--- src/rtl/uart_tx_pkg.sv ---
// UART transmit control: shared state type and TX line select codes.
// The PARITY state exists only when UART_TX_PARITY_EN is defined.
package uart_tx_pkg;

  typedef enum logic [2:0] {
    ST_IDLE   = 3'd0,
    ST_START  = 3'd1,
    ST_DATA   = 3'd2,
`ifdef UART_TX_PARITY_EN
    ST_PARITY = 3'd3,
`endif
    ST_STOP   = 3'd4
  } state_t;

  localparam logic [1:0] SEL_START  = 2'b00;
  localparam logic [1:0] SEL_STOP   = 2'b01;
  localparam logic [1:0] SEL_DATA   = 2'b10;
  localparam logic [1:0] SEL_PARITY = 2'b11;

endpackage

--- src/rtl/uart_tx_fsm.sv ---
// UART transmit frame sequencer (Moore FSM).
// Optional parity bit enabled by the UART_TX_PARITY_EN macro.
module uart_tx_fsm
  import uart_tx_pkg::*;
(
  input  logic       CLK,
  input  logic       RST,
  input  logic       PAR_EN,
  input  logic       DATA_valid,
  input  logic       SER_done,
  output logic       SER_EN,
  output logic [1:0] MUX_sel,
  output logic       busy
);

  state_t r_state;
  state_t w_state_nxt;

`ifdef UART_TX_PARITY_EN
  logic r_par_en;

  always_ff @(posedge CLK or posedge RST) begin
    if (RST) begin
      r_state  <= ST_IDLE;
      r_par_en <= 1'b0;
    end else begin
      r_state <= w_state_nxt;
      // Sample parity mode once per frame, on entry to START
      if (w_state_nxt == ST_START)
        r_par_en <= PAR_EN;
    end
  end
`else
  logic w_unused_par_en;
  assign w_unused_par_en = PAR_EN;

  always_ff @(posedge CLK or posedge RST) begin
    if (RST)
      r_state <= ST_IDLE;
    else
      r_state <= w_state_nxt;
  end
`endif

  always_comb begin
    w_state_nxt = ST_IDLE;
    case (r_state)
      ST_IDLE:
        w_state_nxt = DATA_valid ? ST_START : ST_IDLE;
      ST_START:
        w_state_nxt = ST_DATA;
      ST_DATA: begin
        if (!SER_done)
          w_state_nxt = ST_DATA;
`ifdef UART_TX_PARITY_EN
        else if (r_par_en)
          w_state_nxt = ST_PARITY;
`endif
        else
          w_state_nxt = ST_STOP;
      end
`ifdef UART_TX_PARITY_EN
      ST_PARITY:
        w_state_nxt = ST_STOP;
`endif
      ST_STOP:
        w_state_nxt = DATA_valid ? ST_START : ST_IDLE;
      default:
        w_state_nxt = ST_IDLE;
    endcase
  end

  always_comb begin
    SER_EN  = 1'b0;
    MUX_sel = SEL_STOP;
    busy    = 1'b0;
    case (r_state)
      ST_START: begin
        MUX_sel = SEL_START;
        busy    = 1'b1;
      end
      ST_DATA: begin
        SER_EN  = 1'b1;
        MUX_sel = SEL_DATA;
        busy    = 1'b1;
      end
`ifdef UART_TX_PARITY_EN
      ST_PARITY: begin
        MUX_sel = SEL_PARITY;
        busy    = 1'b1;
      end
`endif
      ST_STOP: begin
        MUX_sel = SEL_STOP;
        busy    = 1'b1;
      end
      default: begin
        SER_EN  = 1'b0;
        MUX_sel = SEL_STOP;
        busy    = 1'b0;
      end
    endcase
  end

endmodule

--- config.mk ---
export PLATFORM = sky130hd
export DESIGN_NAME = uart_tx_fsm
export DESIGN_NICKNAME = d
export VERILOG_FILES = /design/src/rtl/uart_tx_pkg.sv /design/src/rtl/uart_tx_fsm.sv
export SDC_FILE = /design/constraint.sdc
export NUM_CORES = 1
export LEC_CHECK = 0
export ABC_AREA = 1
export ABC_CLOCK_PERIOD_IN_PS = 1890
export CELL_PAD_IN_SITES_DETAIL_PLACEMENT = 1
export CELL_PAD_IN_SITES_GLOBAL_PLACEMENT = 2
export CORE_AREA = 2 2 39 41
export DETAILED_ROUTE_END_ITERATION = 8
export DIE_AREA = 0 0 41 43
export GPL_ROUTABILITY_DRIVEN = 1
export PLACE_DENSITY_LB_ADDON = 0.1
export SETUP_SLACK_MARGIN = 0.15
export SLEW_MARGIN = 40
export SYNTH_ARGS = -nofsm -noshare
export SYNTH_HDL_FRONTEND = slang
export SYNTH_SLANG_ARGS = --single-unit
--- constraint.sdc ---
create_clock -name CLK -period 1.89 [get_ports CLK]
set_input_delay 0.378 -clock CLK [delete_from_list [all_inputs] [get_ports CLK]]
set_output_delay 0.378 -clock CLK [all_outputs]
set_load 0.01 [all_outputs]
## Word-level counts from Yosys, hierarchy flattened

Index checks and enable logic that the tools add are counted.

- Register bits after elaboration: 3
- Input port bits: 5
- Output and inout port bits: 4
- Logic and storage cells: 13

- Equality and inequality tests: 3
- Muxes and demuxes: 6
- Reduce and logical (&&, ||, !) cells: 3

Operators by type and width:

| cell | count |
|---|---|
| $pmux W3 S3 | 1 |
| $pmux W2 S2 | 1 |
| $eq A3 B1 Y1 const B | 1 |
| $eq A3 B2 Y1 const B | 1 |
| $eq A3 B3 Y1 const B | 1 |
| $logic_not A3 Y1 | 1 |
| $mux W1 | 3 |
| $mux W3 | 1 |
| $reduce_or A3 Y1 | 1 |
| $reduce_or A2 Y1 | 1 |

## Logic depth before layout (Yosys ltp)

- Depth in word-level cells: 3
- Gate-level depth with buffers: 5
- Depth with buffers taken out: 4

## Worst setup path before layout

OpenSTA, ideal clock, no wires.

- Path type: reg2out
- Start point: reg r_state[0]
- End point: out MUX_sel[1]
- Arrival time: 0.851 ns
- Required time: 1.512 ns
- Setup slack: 0.661 ns
- Cell stages (with the launch flop): 5
- Path buffers: 1
- Cell sequence: dfrtp_1 nor2_2 nand2_2 inv_1 buf_4

- Cells in the longest elaborated chain, start to end: 2
- Elaborated cells between the ends (all ways): 3
- Classes of those cells: eq/ne: 2; mux: 1

Ends and longest elaborated chain:

| element | line | source |
|---|---|---|
| start: declaration | uart_tx_fsm.sv:16 | `state_t r_state;` |
| start signal: assignment | uart_tx_fsm.sv:41 | `r_state <= w_state_nxt;` |
| $eq A3 B2 Y1 or $eq A3 B1 Y1 (tied branches) | uart_tx_fsm.sv:77 | `case (r_state)` |
| $pmux W2 S2 * | uart_tx_fsm.sv:77 |  |
| end: declaration | uart_tx_fsm.sv:12 | `output logic [1:0] MUX_sel,` |

Every way passes the cells marked *; elsewhere a longest branch is shown, timed or not.

## Worst setup path after layout

Ends and elaborated chain as after synthesis.

==> metrics.csv <==
stage,metric,value,unit
route,ant_nets,0,
route,drtPass1Iterations,2,
route,wl_met1,144,um
worst_setup_path,start_kind,flip-flop,
route,met2_length,206,um
worst_setup_path,cp.required,1.51,ns
layout,final_design_area_no_fill,296.5,um^2
clock_tree,clockRootBuffer,clkbuf_4,
floorplan,die_h,43,um
global_routing,overflow,0,
worst_setup_path,reg2reg_from,r_state[0]$_DFF_PP0_,
layout,top_regs,r_state: 3 flops,
worst_setup_path,path_cells,"buf_4, nor2_2, nand2_2, inv_1, clkdlybuf4s15_1",
synthesis,ys.warnings.count,0,
place,dpl_worst_slack,0.2339,ns
layout,largest_register_ffs,3,
synthesis,synth_fa_ha_area_share,0,%
clock_tree,cts_sinks,3,
synthesis,yosysSeqAreaShare,45.11,%
synthesis,synth_xor_area_share,5.263,%
sta,skew,0.001179,ns
clock_tree,path_clk_slew,0.04,ns
place,gp_congestion,0.6075,
route,drcViolationCount,0,
sta,fmax,0.6073,GHz
clock_tree,cts_tree,done,
worst_setup_path,rr_worst_depth,4,
floorplan,die_area,0.001763,mm^2
floorplan,row_count,14,
synthesis,syn-num-nets,26,
layout,fill_cells,173,
worst_setup_path,slowest_delay,0.38,ns
pwr,leakage,0.1541,nW
layout,area_growth,78.19,%
route,top_layer,met3,
synthesis,synth_top_family_by_area,simple AND/OR/NAND/NOR gates,
worst_setup_path,cp-end-kind,primary output,
worst_setup_path,path_class,reg2out,
floorplan,initial_core_util,12.03,%
layout,final_cells,50,
synthesis,synth_area,166.4,um^2
layout,num-nets-final,40,
sta,finalSetupViolCount,0,
global_routing,grt_max_degree,5,
route,viasPerCell,3.260,
worst_hold_path,hold_class,in2async,
synthesis,synth_compound_area_share,0,%
pwr,ir_drop,417.8,uV
clock_tree,htreeDepth,1,
route,wl,372,um
run_status,outcome,finished clean,
layout,regMostFlops,r_state,
layout,layout-drive-gt1-share,29.41,%
synthesis,muxShareOfSynthArea,0,%
sta,timing.final.crit_share,87.12,%
route,drt_iter0_drc,1,
worst_setup_path,critPathMaxFanout,4,
sta,rsz0062_at_grt,true,
synthesis,synthSimpleGateAreaFrac,33.83,%
sta,tns,0,ns
synthesis,syn_avg_cell_area,7.924,um^2
synthesis,synth_cell_types,11,
worst_setup_path,arrival,1.27,ns
layout,final_common_cell,inv_1,
clock_tree,clk_latency,0.23,ns
global_routing,grt_pass1_wl,648,um
route,routed-wl-met3,21,um
layout,fin_util,21.43,%
sta,hold_viol_final,0,
sta,setup_ws,0.2434,ns
synthesis,syn_inst,21,
sta,timing.hold.ws,0.3091,ns
clock_tree,cts_buffers,3,
floorplan,ios,9,
sta,slew_headroom,88.54,%
layout,num_antenna_cells,0,
worst_setup_path,crit_start,r_state[0]$_DFF_PP0_,
clock_tree,clock_path_buffers,2,
sta,report.final.slew_viol_count,0,
worst_setup_path,slowest_stage,dfrtp_1,
sta,worst_slew_pin_slew,0.1715,ns
place,placed_cells,43,
pwr,p_per_area,1476,mW/mm^2
worst_setup_path,cp.depth,5,
synthesis,ys_seq_elements,3,
route,num_vias,163,
floorplan,core-area,0.001384,mm^2
floorplan,die_w,41,um
global_routing,grt_use_total,6.137,%
job,cap_violations,0,
place,placed_cell_area,249.0,um^2
worst_setup_path,timing.critical_path.buf_inv,3,
sta,post-route-min-period,1.647,ns
worst_setup_path,cpLargestDelayFamily,buffers and inverters,
pwr,finalPower,0.4378,mW
route,wire_per_inst,7.440,um
clock_tree,cts_hold_buf,0,
place,port_buffers,7,
global_routing,grt_pass1_vias,188,
global_routing,antenna_found_initial,0,
-- power by group --
group	internal, mW	total [mW]	switching, mW
Combinational	0.118	0.229	0.111
Sequential	0.0847	0.0979	0.0132
Clock	0.0790	0.111	0.0319
Total	0.282	0.438	0.156
-- timing repair --
action,in CTS,in global routing
setup buffers,2,1
gates resized for setup,4,3
cloned,0,0
setup endpoints to repair,4,3
pin swaps,1,0
-- logic make-up (layout without fill, tap and decap cells) --
family | count (synthesis) | after routing
XOR/XNOR | 1 | 1
AND/OR/NAND/NOR | 11 | 11
buffers and inverters | 6 | 19
flip-flops | 3 | 3
-- final timing paths --
check | to | slack (ns)
setup / recovery | MUX_sel[1] | 0.24
hold / removal | r_state[0]$_DFF_PP0_ | 0.31
setup reg to reg | r_state[2]$_DFF_PP0_ | 1.01
hold reg to reg | r_state[0]$_DFF_PP0_ | 0.56
max in group asynchronous | r_state[2]$_DFF_PP0_ | 1.46
min in group CLK | r_state[0]$_DFF_PP0_ | 0.56
-- worst reg2reg max path: stages, from the launching register on --
cell     delay (ns)
dfrtp_1        0.38
buf_4          0.15
nor2_2         0.11
nand2_2        0.08
nor2_2         0.08
-- per-layer routing --
layer  vias up  GRT usage [%]
met2         3          8.750
li1         87              -
met5         -              0
met3         0          3.141
met1        73          4.854
met4         0          8.000
-- synth_stat cells, drive strengths merged --
library cell | count | area (um^2)
buf | 1 | 7.510
dfrtp | 3 | 75.07
inv | 5 | 18.76
nand2 | 4 | 17.52
nand3 | 3 | 15.01
nor2 | 3 | 16.26
nor3b | 1 | 7.510
xor2 | 1 | 8.760
-- final cells by class --
cell class | count | area, um^2 | share of cell area [%]
inverter | 5 | 18.77 | 6.329
multi-input combinational | 12 | 65.06 | 21.94
timing repair buffer | 10 | 91.34 | 30.80
sequential | 3 | 75.07 | 25.32
clock buffer | 4 | 26.28 | 8.861
tap | 16 | 20.02 | 6.751
Note: power is estimated with default switching activity, not from simulation.
